`config.mk`:
```
export PLATFORM = sky130hd
export DESIGN_NAME = fetch_ctrl
export DESIGN_NICKNAME = d
export VERILOG_FILES = /design/src/rtl/fetch_ctrl_pkg.sv /design/src/rtl/fetch_ctrl_timeout_cnt.sv /design/src/rtl/fetch_ctrl.sv
export SDC_FILE = /design/constraint.sdc
export NUM_CORES = 1
export LEC_CHECK = 0
export ABC_AREA = 1
export CAP_MARGIN = 20
export CORE_MARGIN = 1
export CORE_UTILIZATION = 27
export DETAILED_ROUTE_END_ITERATION = 12
export PLACE_DENSITY_LB_ADDON = 0.15
export SETUP_SLACK_MARGIN = 0.3
export SKIP_LAST_GASP = 1
export SLEW_MARGIN = 20
export SYNTH_ARGS = -nofsm -noshare
export SYNTH_HDL_FRONTEND = slang
export SYNTH_SLANG_ARGS = --single-unit
```
`constraint.sdc`:
```
create_clock -name i_clk -period 2.76 [get_ports i_clk]
set_clock_uncertainty 0.2 [all_clocks]
set_input_delay 0.69 -clock i_clk [delete_from_list [all_inputs] [get_ports i_clk]]
set_output_delay 0.69 -clock i_clk [all_outputs]
set_load 0.02 [all_outputs]
```
`src/rtl/fetch_ctrl_pkg.sv`:
```
// Shared definitions for the instruction-fetch sequencer: widths, defaults and FSM encodings.
package fetch_ctrl_pkg;

  localparam int unsigned INSTR_W      = 32;
  localparam int unsigned CNT_W        = 8;
  localparam int unsigned STATE_W      = 3;
  localparam logic [31:0] RESET_PC_DEF = 32'h0000_0000;
  localparam int unsigned PC_STEP_DEF  = 4;
  localparam int unsigned TIMEOUT_DEF  = 255;

  typedef logic [STATE_W-1:0] state_t;

  localparam state_t S_IDLE  = 3'd0;
  localparam state_t S_REQ   = 3'd1;
  localparam state_t S_WAIT  = 3'd2;
  localparam state_t S_LOAD  = 3'd3;
  localparam state_t S_HOLD  = 3'd4;
  localparam state_t S_DRAIN = 3'd5;
  localparam state_t S_ERR   = 3'd6;

endpackage

```
`src/rtl/fetch_ctrl_timeout_cnt.sv`:
```
// RAM-acknowledge watchdog: counts waiting cycles and flags the last cycle before timeout.
module fetch_ctrl_timeout_cnt
  import fetch_ctrl_pkg::*;
#(
  parameter int unsigned LIMIT = TIMEOUT_DEF
) (
  input  logic i_clk,
  input  logic i_rst,
  input  logic i_clr,
  input  logic i_en,
  output logic o_expired_c
);

  logic [CNT_W-1:0] r_count;

  always_ff @(posedge i_clk) begin
    if (i_rst) begin
      r_count <= '0;
    end else if (i_clr) begin
      r_count <= '0;
    end else if (i_en) begin
      r_count <= r_count + CNT_W'(1);
    end
  end

  // Asserted during the LIMIT-th enabled cycle so the caller can leave on that edge.
  assign o_expired_c = i_en && (r_count == CNT_W'(LIMIT - 1));

endmodule

```
`src/rtl/fetch_ctrl.sv`:
```
// Instruction-fetch sequencer: reads instruction RAM, strobes the IR and hands words to control.
module fetch_ctrl
  import fetch_ctrl_pkg::*;
#(
  parameter int unsigned        ADDR_W   = 32,
  parameter logic [ADDR_W-1:0]  RESET_PC = ADDR_W'(RESET_PC_DEF),
  parameter int unsigned        PC_STEP  = PC_STEP_DEF,
  parameter int unsigned        TIMEOUT  = TIMEOUT_DEF
) (
  input  logic               i_clk,
  input  logic               i_rst,
  input  logic               i_start,
  output logic               o_ram_req,
  output logic [ADDR_W-1:0]  o_ram_addr,
  input  logic               i_ram_ack,
  input  logic [INSTR_W-1:0] i_ram_rdata,
  output logic [INSTR_W-1:0] o_ir_data,
  output logic               o_ir_load,
  output logic               o_instr_valid,
  input  logic               i_instr_ready,
  output logic [ADDR_W-1:0]  o_pc,
  input  logic               i_redirect,
  input  logic [ADDR_W-1:0]  i_redirect_pc,
  output logic               o_busy,
  output logic               o_fetch_err
);

  state_t              r_state;
  logic [ADDR_W-1:0]   r_fetch_pc;
  logic                r_ram_req;
  logic [ADDR_W-1:0]   r_ram_addr;
  logic [INSTR_W-1:0]  r_ir_data;
  logic                r_ir_load;
  logic                r_instr_valid;
  logic [ADDR_W-1:0]   r_pc;
  logic                r_busy;
  logic                r_fetch_err;

  state_t              w_state_nxt;
  logic [ADDR_W-1:0]   w_fetch_pc_nxt;
  logic                w_ram_req_nxt;
  logic [ADDR_W-1:0]   w_ram_addr_nxt;
  logic [INSTR_W-1:0]  w_ir_data_nxt;
  logic [ADDR_W-1:0]   w_pc_nxt;
  logic                w_fetch_err_nxt;
  logic                w_cnt_clr;
  logic                w_cnt_en;
  logic                w_expired;

  fetch_ctrl_timeout_cnt #(.LIMIT(TIMEOUT)) u_timeout (
    .i_clk       (i_clk),
    .i_rst       (i_rst),
    .i_clr       (w_cnt_clr),
    .i_en        (w_cnt_en),
    .o_expired_c (w_expired)
  );

  assign w_cnt_clr = (r_state == S_REQ);
  assign w_cnt_en  = (r_state == S_WAIT) || (r_state == S_DRAIN);

  always_ff @(posedge i_clk) begin
    if (i_rst) begin
      r_state       <= S_IDLE;
      r_fetch_pc    <= RESET_PC;
      r_ram_req     <= 1'b0;
      r_ram_addr    <= RESET_PC;
      r_ir_data     <= '0;
      r_ir_load     <= 1'b0;
      r_instr_valid <= 1'b0;
      r_pc          <= RESET_PC;
      r_busy        <= 1'b0;
      r_fetch_err   <= 1'b0;
    end else begin
      r_state       <= w_state_nxt;
      r_fetch_pc    <= w_fetch_pc_nxt;
      r_ram_req     <= w_ram_req_nxt;
      r_ram_addr    <= w_ram_addr_nxt;
      r_ir_data     <= w_ir_data_nxt;
      r_ir_load     <= (w_state_nxt == S_LOAD);
      r_instr_valid <= (w_state_nxt == S_HOLD);
      r_pc          <= w_pc_nxt;
      r_busy        <= (w_state_nxt != S_IDLE) && (w_state_nxt != S_ERR);
      r_fetch_err   <= w_fetch_err_nxt;
    end
  end

  // Next state plus the values every registered output takes on entering it.
  always_comb begin
    w_state_nxt     = r_state;
    w_fetch_pc_nxt  = r_fetch_pc;
    w_ram_req_nxt   = r_ram_req;
    w_ram_addr_nxt  = r_ram_addr;
    w_ir_data_nxt   = r_ir_data;
    w_pc_nxt        = r_pc;
    w_fetch_err_nxt = r_fetch_err;

    case (r_state)
      S_IDLE: begin
        if (i_start) w_state_nxt = S_REQ;
      end
      S_REQ: begin
        if (i_redirect) w_fetch_pc_nxt = i_redirect_pc;
        w_state_nxt = i_redirect ? S_REQ : S_WAIT;
      end
      S_WAIT: begin
        if (i_redirect) begin
          w_fetch_pc_nxt = i_redirect_pc;
          w_state_nxt    = i_ram_ack ? S_REQ : S_DRAIN;
        end else if (i_ram_ack) begin
          w_ir_data_nxt = i_ram_rdata;
          w_state_nxt   = S_LOAD;
        end else if (w_expired) begin
          w_fetch_err_nxt = 1'b1;
          w_state_nxt     = S_ERR;
        end
      end
      S_LOAD: begin
        w_pc_nxt = r_fetch_pc;
        if (i_redirect) begin
          w_fetch_pc_nxt = i_redirect_pc;
          w_state_nxt    = S_REQ;
        end else begin
          w_state_nxt = S_HOLD;
        end
      end
      S_HOLD: begin
        if (i_redirect) begin
          w_fetch_pc_nxt = i_redirect_pc;
          w_state_nxt    = S_REQ;
        end else if (i_instr_ready) begin
          w_fetch_pc_nxt = r_fetch_pc + ADDR_W'(PC_STEP);
          w_state_nxt    = S_REQ;
        end
      end
      S_DRAIN: begin
        if (i_redirect) w_fetch_pc_nxt = i_redirect_pc;
        if (i_ram_ack) begin
          w_state_nxt = S_REQ;
        end else if (w_expired) begin
          w_fetch_err_nxt = 1'b1;
          w_state_nxt     = S_ERR;
        end
      end
      S_ERR: begin
        w_state_nxt = S_ERR;
      end
      default: begin
        w_state_nxt = S_IDLE;
      end
    endcase

    // The RAM request is (re)issued only when entering REQ; address stays frozen otherwise.
    if (w_state_nxt == S_REQ) begin
      w_ram_req_nxt  = 1'b1;
      w_ram_addr_nxt = w_fetch_pc_nxt;
    end else if ((w_state_nxt == S_LOAD) || (w_state_nxt == S_ERR)) begin
      w_ram_req_nxt = 1'b0;
    end
  end

  assign o_ram_req     = r_ram_req;
  assign o_ram_addr    = r_ram_addr;
  assign o_ir_data     = r_ir_data;
  assign o_ir_load     = r_ir_load;
  assign o_instr_valid = r_instr_valid;
  assign o_pc          = r_pc;
  assign o_busy        = r_busy;
  assign o_fetch_err   = r_fetch_err;

endmodule

```
Yosys cells after proc, flatten, opt, wreduce, memory -nomap -nowiden:

Index checks and enable logic that the tools add are counted.

* logic and storage cells: 60
* output and inout port bits: 101
* register bits: 144
* input bits: 70

* reductions and logical operators: 12
* bitwise gates (word level): 1
* add/subtract/negate cells: 2
* mux-type cells: 21
* equal/unequal tests: 13

Operators by type and width (count)
* two-way mux 32 bit: 3
* one-hot mux 32 bit (2 select lines): 1
* adder 32 x 3 -> 32 bit (second input constant): 1
* two-way mux 3 bit: 9
* one-hot mux 3 bit (7 select lines): 1
* == test 3 bit (second input constant): 5
* == test 3 x 2 -> 1 bit (second input constant): 3
* adder 8 x 1 -> 8 bit (second input constant): 1
* == test 8 bit (second input constant): 1
* == test 3 x 1 -> 1 bit (second input constant): 2
* two-way mux 1 bit: 5
* nonzero test 2 bit: 2
* OR reduction 4 bit: 1
* logical NOT 3 bit: 1
* != test 3 bit (second input constant): 1
* AND reduction 3 bit: 1
* nonzero test 3 bit: 1
* logical AND 1 bit: 2
* logical OR 1 bit: 2
* two-way mux 2 bit: 1
* != test 2 bit (second input constant): 1
* one-hot mux 1 bit (2 select lines): 1
* AND reduction 2 bit: 1
* OR reduction 2 bit: 1
* NOT 1 bit: 1

Longest topological paths before layout:

Gate-level depths: netlist of the first run.

* word-level depth: 11
* mapped depth: 15
* depth with buffers taken out: 14

Modules after synthesis:

From an unflattened synthesis of the first run, not the netlist that was laid out.

* cells, all modules: 1011
* area total of the unflattened synthesis: 6744.0 µm²

Modules (own cells, without submodules)
* fetch_ctrl: sequential area each 2722.6 µm², cells an instance 957, instances 1, area each 6354.8 µm²
* fetch_ctrl_timeout_cnt: sequential area each 160.2 µm², cells an instance 54, instances 1, area each 389.1 µm²

Least setup slack after synthesis of the first run:

OpenSTA, ideal clock, no wires.

* path type: in2reg
* start point: input i_instr_ready
* end point: register r_ram_addr[22], in the netlist o_ram_addr[22]
* buffers on the path: 0
* data required time: 2.437 ns
* setup slack: 0.608 ns
* setup time: 0.123 ns
* arrival: 1.829 ns
* stages: 9
* cells stage by stage: nand2_1 > nor2_1 > nand3_1 > nor2_1 > nand2_1 > nand2_1 > o21ai_0 > a21oi_1 > a21oi_1

* longest elaborated chain between the ends: 4
* elaborated cells between the ends (all ways): 7
* classes of those cells: eq/ne (1); mux (6)

Ends and longest elaborated chain
* from (decl): line fetch_ctrl.sv:20 `input logic i_instr_ready,`
* two-way mux 3 bit: line fetch_ctrl.sv:130 `end else if (i_instr_ready) begin`
* two-way mux 3 bit: line fetch_ctrl.sv:127 `if (i_redirect) begin`
* one-hot mux 3 bit (7 select lines): line fetch_ctrl.sv:97 `case (r_state)`
* == test 3 x 1 -> 1 bit: line fetch_ctrl.sv:153 `if (w_state_nxt == S_REQ) begin`
* to (signal assigned): line fetch_ctrl.sv:77 `r_ram_addr <= w_ram_addr_nxt;`
* to (decl): line fetch_ctrl.sv:31 `logic [ADDR_W-1:0] r_ram_addr;`

Parallel ways exist; a longest one is shown, timed or not.
A chain may end at the register's enable or synchronous reset.

Worst setup path after layout of the first run:

* start point: input i_redirect
* end point: register r_ram_addr[13], in the netlist o_ram_addr[13]

* longest elaborated chain between the ends: 3
* elaborated cells between the ends (all ways): 9
* classes of those cells: eq/ne (1); mux (8)

Ends and longest elaborated chain
* from (decl): line fetch_ctrl.sv:22 `input logic i_redirect,`
* two-way mux 3 bit (tied with other cells): line fetch_ctrl.sv:127
* one-hot mux 3 bit (7 select lines): line fetch_ctrl.sv:97
* == test 3 x 1 -> 1 bit: line fetch_ctrl.sv:153

Parallel ways exist; a longest one is shown, timed or not.

==> results.py, run 1 <==
metrics = {
    "outcome": {
        "outcome": "complete, no violations",
    },
    "timing": {
        "grt_setup_unrepaired": "no",
        "fin_ws_ps": 407,
        "period_minus_slack_ps": 2350,
        "clock.fmax_mhz": 425,
        "finalSetupTns_ps": 0,
        "report.final.hold_viol_count": 0,
        "slew-limit-headroom_pct": 66.1,
        "finalMaxSlewViolations": 0,
        "worst_slew_pin_slew_ps": 509,
        "post-route-period-util_pct": 85.3,
        "whs_ps": 247,
        "setup_viol": 0,
    },
    "synth": {
        "syn_nets": 1078,
        "synth_top_area_cell": "dfxtp_1",
        "avgSynthCellArea_um2": 6.66,
        "ys.flop_type": "dfxtp_1",
        "netlist_area_mm2": 0.00670,
        "synth_edf_count": 0,
        "ys_seq_area_share_pct": 43.0,
        "async_flop_share_pct": 0,
        "synth.area.top_cells": "dfxtp_1 43%, nor2_1 13%, nand2_1 11%, o21ai_0 6.8%, inv_1 5.9%",
        "ys_warn_count": 0,
        "syn_inst": 1005,
        "synth_cell_types": 37,
        "ys_seq_elements": 144,
        "synth_most_common_cell": "nor2_1",
        "synth_top_area_share_pct": 43.0,
        "synth_top_cells_by_count": "229 x nor2_1, 195 x nand2_1, 144 x dfxtp_1",
    },
    "min_path": {
        "whs_path_depth": 2,
        "hold_class": "reg2reg",
        "worstHoldEndpoint": "o_pc[1]",
        "min_from": "r_fetch_pc[1]",
    },
    "detailed_routing": {
        "vias": 6939,
        "first_pass_iters": 5,
        "viasPerCell": 4.51,
        "wl_per_cell_um": 14.8,
        "drt_iter0_drc": 344,
        "route.detailed.drc": 0,
        "drtAntennaViolNets": 0,
        "wl_um": 22900,
    },
    "setup_path": {
        "crit_path_end_kind": "register",
        "rr_startpoint": "r_state[2]",
        "reg2reg_slack_ps": 530,
        "worst_ep_arrival_time_ps": 2470,
        "worst-setup-path-type": "in2reg",
        "rr_worst_depth": 12,
        "start_kind": "primary input",
        "cp_max_fo": 17,
        "critical_path_required_ps": 2870,
        "r2r-end": "o_ram_addr[13]",
    },
    "pwr": {
        "powerDensity_mw_per_mm2": 639,
        "p_leak_nw": 4.18,
        "ir_worst_vdd_uv": 336,
    },
    "placement": {
        "dp_slack_ps": -63.1,
        "gp_congestion": 0.856,
        "io_buffer_count": 170,
        "dp_hpwl_um": 16600,
        "numPlacedInstances": 1508,
    },
    "grt": {
        "grt_max_degree": 70,
        "first_global_vias": 6555,
        "grt_antenna_before_repair": 0,
        "grt_usage_pct": 18.2,
        "grt_overflow": 0,
        "grt_pass1_wl_um": 36100,
    },
    "clock_tree": {
        "ctsResizeCount": 0,
        "hold_buffers": 0,
        "cts_made_buffers": 17,
        "cts_buffer_depth": 2,
        "post_cts_buffers": 0,
        "cts.sinks": 144,
        "htreeDepth": 4,
        "insertion_delay_ps": 420,
        "clk_pin_slew_worst_paths_ps": 60,
        "cts_tree": "yes",
        "root_buffer": "clkbuf_16",
    },
    "layout": {
        "multi_input_area_mm2": 0.00321,
        "nNetsFinal": 1276,
        "finalNonFillerCells": 1540,
        "drive_gt1_share_pct": 9.54,
        "antenna_cells": 0,
        "n_fill_cell": 2562,
        "area_delta_synth_final_pct": 45.3,
        "seq_area_mm2": 0.00288,
    },
    "die": {
        "die_w_um": 159,
        "io_pins": 171,
        "die_area_mm2": 0.0254,
        "initial_utilization_pct": 27.5,
        "coreArea_mm2": 0.0243,
        "rows": 57,
        "die_h_um": 159,
    },
    "job": {
        "drv_cap": 0,
    },
}
==> state kept, by name, summed over array words and instances, names as in the netlist <==
signal and cells:
o_fetch_err 1, u_timeout.r_count 8, o_ir_data 32, o_pc 32, o_busy 1, o_ram_addr 32
o_ir_load 1, r_fetch_pc 32, o_instr_valid 1, o_ram_req 1, r_state 3
==> report_power, final <==
part,internal (mW),total [mW],switching (mW)
Sequential,2.25,2.38,0.132
Clock,1.50,2.46,0.959
Combinational,0.601,1.39,0.787
==> how the worst max path moves through the flow <==
stage	slack, ps	to	start	cells past startpoint
after global placement	-70	o_ram_addr[7]	i_redirect	13
after detailed placement	-60	o_ram_addr[6]	i_redirect	13
after global routing	300	o_ram_addr[6]	i_redirect	13
after floorplan	610	o_ram_addr[22]	i_instr_ready	9
final	410	o_ram_addr[13]	i_redirect	13
after CTS	360	o_ram_addr[13]	i_redirect	13
==> layer usage <==
layer / wire, µm / GRT usage, % / vias up
li1: - / - / 3612
met1: 11100 / 24.6 / 3086
met2: 9550 / 26.4 / 218
met3: 1850 / 6.62 / 23
met4: 394 / 5.90 / 0
met5: 0 / 0 / -
==> logic make-up (layout without fill, tap and decap cells) <==
| kind of cell | count (synthesis) | in the layout | synth area share [%] |
|---|---|---|---|
| AND/OR/NAND/NOR | 519 | 519 | 31.9 |
| AO/OA/AOI/OAI | 180 | 180 | 14.8 |
| buffers and inverters | 155 | 366 | 9.14 |
| flip-flops | 144 | 144 | 43.0 |
| adder cells (fa/ha/maj) | 3 | 3 | 0.561 |
| XOR/XNOR | 3 | 3 | 0.392 |
| multiplexers | 1 | 1 | 0.149 |
==> layout by cell type (no fill, tap or decap), types with 4 or more instances in the layout <==
| cell type | Yosys | final |
|---|---|---|
| o211ai_1 | 4 | 4 |
| o21ai_0 | 91 | 91 |
| o22ai_1 | 5 | 5 |
| a21oi_1 | 60 | 60 |
| or2_2 | 6 | 6 |
| dfxtp_1 | 144 | 144 |
| nor2_2 | 3 | 5 |
| inv_1 | 105 | 103 |
| o32ai_1 | 8 | 8 |
| inv_2 | 6 | 8 |
| buf_4 | 2 | 45 |
| nand4_1 | 17 | 17 |
| clkdlybuf4s50_1 | 0 | 169 |
| clkbuf_16 | 0 | 17 |
| buf_12 | 0 | 7 |
| nand2_1 | 195 | 193 |
| clkinvlp_4 | 0 | 4 |
| nand3_1 | 48 | 48 |
| nor3_1 | 12 | 12 |
| nor2_1 | 229 | 227 |
==> worst max-delay path, cell delays in order <==
cell and delay (ps):
clkdlybuf4s50_1 530, nor2_1 100, nand2_1 80, nand2_1 70, nor2_2 120, nand3_1 150, nor2_2 170, nand2_4 90
inv_2 110, buf_12 150, nand2_1 70, nand2_1 70, nor2_1 40
==> cell type report <==
cell class | instances | share of cell area (%)
multi-input cells | 706 | 33.0
flip-flops and latches | 144 | 29.6
inverters | 111 | 4.28
well taps | 324 | 4.17
clock buffers | 20 | 4.79
repair buffers | 223 | 22.5
clock inverters | 12 | 1.61
==> metrics by stage <==
step                area (µm²)  util [%]  power [mW]
global placement          9090      37.4        3.80
finish                    9730      40.0        6.22
global route              9730      40.0        6.55
detailed placement        9090      37.4        3.80
floorplan                 6700         -        3.12
CTS                       9720      40.0        6.29
Note: power is estimated with default switching activity, not from simulation.
==> inputs of run 2 (changes only) <==
- CORE_UTILIZATION: 27 -> 49
- GPL_ROUTABILITY_DRIVEN: unset -> 1
==> run 2 against run 1 <==
  * Via count grew 2.4%
  * Non-clock buffer count shrank 14
  * Highest routed layer unchanged
  * Sequential power about the same
  * Register-to-register slack lost 50 ps
  * Setup slack worse by 23 ps
  * Power down 4.2%
  * Largest cell class unchanged
  * Routed wire length decreased by 13%
  * Sequential share of layout area up 1.2 points
  * Global-route usage grew 11 points
  * Largest power group is now sequential cells
==> results.py, run 2 (synthesis results as in run 1) <==
metrics = {
    "clock_tree": {
        "post_cts_buffers": 0,
        "cts_tree": "yes",
        "cts_buffer_depth": 2,
        "clk_pin_slew_worst_paths_ps": 60,
        "insertion_delay_ps": 430,
        "cts_made_buffers": 17,
        "htreeDepth": 4,
        "root_buffer": "clkbuf_16",
        "cts.sinks": 144,
    },
    "job": {
        "drv_cap": 0,
    },
    "min_path": {
        "min_from": "o_ram_req",
        "hold_class": "reg2reg",
        "worstHoldEndpoint": "o_ram_req",
        "whs_path_depth": 2,
    },
    "setup_path": {
        "critical_path_required_ps": 2930,
        "crit_slowest_cell": "clkdlybuf4s50_1",
        "rr_worst_depth": 9,
        "rr_startpoint": "r_state[0]",
        "worst_ep_arrival_time_ps": 2550,
        "cpMostUsedCell": "buf_4",
        "worst-setup-path-type": "in2reg",
        "crit_chain": "clkdlybuf4s50_1 > buf_4 > nand2_4 > buf_4 > o21ai_0 > a31oi_1 > or2_2 > inv_1",
        "start_kind": "primary input",
        "reg2reg_slack_ps": 480,
        "crit_path_end_kind": "register",
        "cp_max_fo": 21,
        "r2r-end": "r_fetch_pc[3]",
        "cp_slowest_stage_delay_ps": 530,
    },
    "timing": {
        "worst_slew_pin_slew_ps": 482,
        "setup_viol": 0,
        "grt_setup_unrepaired": "yes",
        "report.final.hold_viol_count": 0,
        "slew-limit-headroom_pct": 67.9,
        "clock.fmax_mhz": 421,
        "period_minus_slack_ps": 2380,
        "whs_ps": 264,
        "finalMaxSlewViolations": 0,
        "post-route-period-util_pct": 86.1,
        "fin_ws_ps": 384,
    },
    "pwr": {
        "p_leak_nw": 4.07,
        "powerDensity_mw_per_mm2": 637,
        "ir_worst_vdd_uv": 403,
        "finalPower_mw": 5.96,
    },
    "layout": {
        "drive_gt1_share_pct": 8.24,
        "n_fill_cell": 1135,
        "layout_commonest_cell": "nor2_1",
        "nNetsFinal": 1262,
        "postLayoutCoreUtil_pct": 70.3,
        "layout_common_cells": "226 x nor2_1, 194 x nand2_1, 169 x clkdlybuf4s50_1",
        "area_delta_synth_final_pct": 39.7,
        "antenna_cells": 0,
    },
    "detailed_routing": {
        "first_pass_iters": 6,
        "wl_um": 19900,
        "route.detailed.drc": 0,
        "drtAntennaViolNets": 0,
        "wl_per_cell_um": 14.5,
        "vias": 7105,
        "viasPerCell": 5.16,
        "drt_iter0_drc": 564,
    },
    "die": {
        "die_w_um": 119,
        "die_area_mm2": 0.0141,
        "die_h_um": 119,
        "coreArea_mm2": 0.0133,
        "io_pins": 171,
        "initial_utilization_pct": 50.4,
        "rows": 42,
    },
    "placement": {
        "dp_hpwl_um": 14000,
        "gp_congestion": 0.948,
        "dp_slack_ps": -16.0,
        "io_buffer_count": 170,
    },
    "grt": {
        "grt_overflow": 0,
        "grt_pass1_wl_um": 32000,
        "grt_max_degree": 59,
        "first_global_vias": 6481,
        "grt_antenna_before_repair": 0,
        "grt_usage_pct": 28.8,
    },
    "outcome": {
        "outcome": "complete, no violations",
    },
}
-- run 2: cell count changes in the layout (fill, tap and decap cells not counted), sizes merged --
cell    change
clkbuf      +2
buf        -14
bufinv      -1
inv         -2
-- run 2: worst max path at each step --
stage | start | to | cells after the start
2_1_floorplan | i_instr_ready | o_ram_addr[22] | 9
3_3_place_gp | i_instr_ready | o_ram_addr[4] | 11
3_5_place_dp | i_redirect | o_ram_addr[6] | 13
4_1_cts | i_redirect | o_ram_addr[27] | 12
5_1_grt | i_redirect | o_ram_addr[30] | 12
6_report | i_redirect | r_fetch_pc[3] | 8
-- run 2: timing repair --
| item | CTS | global route |
|---|---|---|
| gates resized for setup | 0 | 6 |
| hold buffers | 0 | 0 |
| setup endpoints to repair | 0 | 34 |
-- run 2: through the flow --
step                cells  setup TNS, ps  cell area [µm²]
CTS                  1377              0             9340
finish               1377              0             9350
detailed placement   1346          -70.7             8750
floorplan            1005              0             6700
global route         1377              0             9350
global placement     1346              0             8750
-- run 2: report_power, final --
part           internal, mW  total, mW  leakage (nW)  switching [mW]
clock                  1.39       2.26         0.274           0.872
sequential             2.25       2.37          1.17           0.125
combinational         0.562       1.32          2.63           0.762
-- run 2: critical path: cells and delay by family --
family          cells  cell delay (ps)
compound gates      2              320
buf+inv             4             1110
simple gates        2              400
-- run 2: layout make-up --
cell class / count / area, µm² / share of cell area (%)
Multi-Input combinational cell: 706 / 3220 / 34.4
Sequential cell: 144 / 2880 / 30.8
Timing Repair Buffer: 209 / 2030 / 21.8
Clock buffer: 22 / 474 / 5.07
Inverter: 111 / 417 / 4.45
Tap cell: 176 / 220 / 2.35
Clock inverter: 9 / 109 / 1.16
-- run 2: per-layer routing --
layer | wire (µm) | GRT usage, %
met5 | 0 | 0
met4 | 533 | 12.1
met3 | 2310 | 9.43
met2 | 8490 | 43.2
met1 | 8560 | 37.8
==> inputs of run 3 (changes only) <==
- PLACE_DENSITY: unset -> 0.78
- PLACE_DENSITY_LB_ADDON: 0.15 -> unset
==> run 3 against run 2 <==
  * Core utilization is 0.77 points higher
  * Sequential share of layout area is 0.33 points lower
  * Largest cell class unchanged
  * Non-clock buffer count is 6 higher
  * Combinational power hardly changed
  * Sequential power hardly changed
  * Routed wire length is 2.4% higher
  * Fmax is 0.91% lower
  * Sequential cell count stayed put
  * Setup slack worse by 22 ps
  * Die area stayed put
  * Critical path type unchanged
  * Clock power is 7% higher
  * Largest power group is now clock
==> results.py, run 3 (synthesis results as in run 1) <==
metrics = {
    "pwr": {
        "p_leak_nw": 4.13,
        "finalPower_mw": 6.15,
        "ir_worst_vdd_uv": 553,
        "powerDensity_mw_per_mm2": 650,
    },
    "setup_path": {
        "crit_chain": "clkdlybuf4s50_1 > nand2_1 > nor2_1 > nand3_1 > inv_1 > nand3_1 > o211ai_1 > nand2_1 > nor2_1 > nor2_1",
        "worst-setup-path-type": "in2reg",
        "worst_ep_arrival_time_ps": 2520,
        "rr_worst_depth": 8,
        "start_kind": "primary input",
        "crit_path_end_kind": "register",
        "critical_path_required_ps": 2880,
        "r2r-end": "o_ram_addr[8]",
        "reg2reg_slack_ps": 550,
        "crit_slowest_cell": "clkdlybuf4s50_1",
        "cp_max_fo": 4,
        "rr_startpoint": "r_state[0]",
        "cp_slowest_stage_delay_ps": 550,
        "cpMostUsedCell": "nor2_1",
    },
    "layout": {
        "n_fill_cell": 1133,
        "layout_common_cells": "225 x nor2_1, 195 x nand2_1, 170 x clkdlybuf4s50_1",
        "layout_commonest_cell": "nor2_1",
        "postLayoutCoreUtil_pct": 71.1,
        "area_delta_synth_final_pct": 41.2,
        "finalNonFillerCells": 1384,
        "antenna_cells": 0,
        "nNetsFinal": 1268,
        "drive_gt1_share_pct": 8.77,
    },
    "clock_tree": {
        "hold_buffers": 0,
        "cts_tree": "yes",
        "insertion_delay_ps": 430,
        "htreeDepth": 4,
        "root_buffer": "clkbuf_16",
        "cts_made_buffers": 17,
        "cts.sinks": 144,
        "cts_buffer_depth": 2,
        "clk_pin_slew_worst_paths_ps": 60,
    },
    "timing": {
        "worst_slew_pin_slew_ps": 473,
        "setup_viol": 0,
        "whs_ps": 254,
        "grt_setup_unrepaired": "yes",
        "period_minus_slack_ps": 2400,
        "slew-limit-headroom_pct": 68.5,
        "finalMaxSlewViolations": 0,
        "clock.fmax_mhz": 417,
        "finalSetupTns_ps": 0,
        "post-route-period-util_pct": 86.9,
        "report.final.hold_viol_count": 0,
    },
    "min_path": {
        "min_from": "r_fetch_pc[1]",
        "whs_path_depth": 2,
        "worstHoldEndpoint": "o_pc[1]",
        "hold_class": "reg2reg",
    },
    "grt": {
        "grt_usage_pct": 29.6,
        "first_global_vias": 6526,
        "grt_antenna_before_repair": 0,
        "grt_overflow": 0,
        "grt_max_degree": 59,
        "grt_pass1_wl_um": 32700,
    },
    "die": {
        "io_pins": 171,
        "initial_utilization_pct": 50.4,
        "die_w_um": 119,
        "die_h_um": 119,
        "rows": 42,
        "die_area_mm2": 0.0141,
        "coreArea_mm2": 0.0133,
    },
    "detailed_routing": {
        "viasPerCell": 5.23,
        "drt_iter0_drc": 690,
        "wl_um": 20400,
        "wl_per_cell_um": 14.7,
        "route.detailed.drc": 0,
        "first_pass_iters": 6,
        "drtAntennaViolNets": 0,
        "vias": 7236,
    },
    "outcome": {
        "outcome": "complete, no violations",
    },
    "placement": {
        "dp_hpwl_um": 14500,
        "numPlacedInstances": 1348,
        "io_buffer_count": 170,
        "gp_congestion": 0.964,
    },
    "job": {
        "drv_cap": 0,
    },
}
## run 3: cell types whose count changed in the layout (fill, tap and decap cells not counted), moves of 2 or more
cell,previous run,this run
o21ai_0,91,89
o21ai_1,1,3
buf_4,36,40
buf_12,3,5
clkinvlp_4,4,2
## run 3: area by class of cell
type | count | area [µm²] | share of cell area, %
Clock inverter | 9 | 129 | 1.36
Sequential cell | 144 | 2880 | 30.5
Tap cell | 176 | 220 | 2.33
Inverter | 111 | 417 | 4.41
Timing Repair Buffer | 215 | 2100 | 22.2
Clock buffer | 23 | 488 | 5.16
Multi-Input combinational cell | 706 | 3220 | 34.0
## run 3: worst max-delay path: cells and delay by family
family	cells	cell delay (ps)
AND/OR/NAND/NOR	7	880
buffers and inverters	2	680
AO/OA/AOI/OAI	1	250
## run 3: what timing repair did
action                                  4_1_cts  5_1_grt
resized for setup                             0        8
endpoints found under the setup margin        0       40
buffers inserted                              0        4
## run 3: per-layer routing
metal	wire, µm	track usage (%)	up-vias
met1	8980	40.0	3247
met4	563	12.7	0
met5	0	0	-
met3	2170	8.72	47
met2	8650	43.5	355
li1	-	-	3587
## run 3: worst max-delay path by stage
stage                       start             end
floorplan           i_instr_ready  o_ram_addr[22]
global placement    i_instr_ready  o_ram_addr[26]
detailed placement  i_instr_ready  o_ram_addr[26]
CTS                 i_instr_ready  o_ram_addr[26]
global route        i_instr_ready  o_ram_addr[25]
finish              i_instr_ready  o_ram_addr[25]
## run 3: power by group
| part | total, mW | switching, mW | internal [mW] | leakage (nW) |
|---|---|---|---|---|
| combinational | 1.35 | 0.769 | 0.585 | 2.65 |
| clock | 2.41 | 0.898 | 1.52 | 0.300 |
| sequential | 2.38 | 0.133 | 2.25 | 1.17 |
## run 3: through the flow
step	area, µm²	worst slack (ps)
after floorplan	6700	608
after global placement	8790	-33.1
after detailed placement	8790	-101
after CTS	9410	336
after global routing	9460	272
final	9460	362
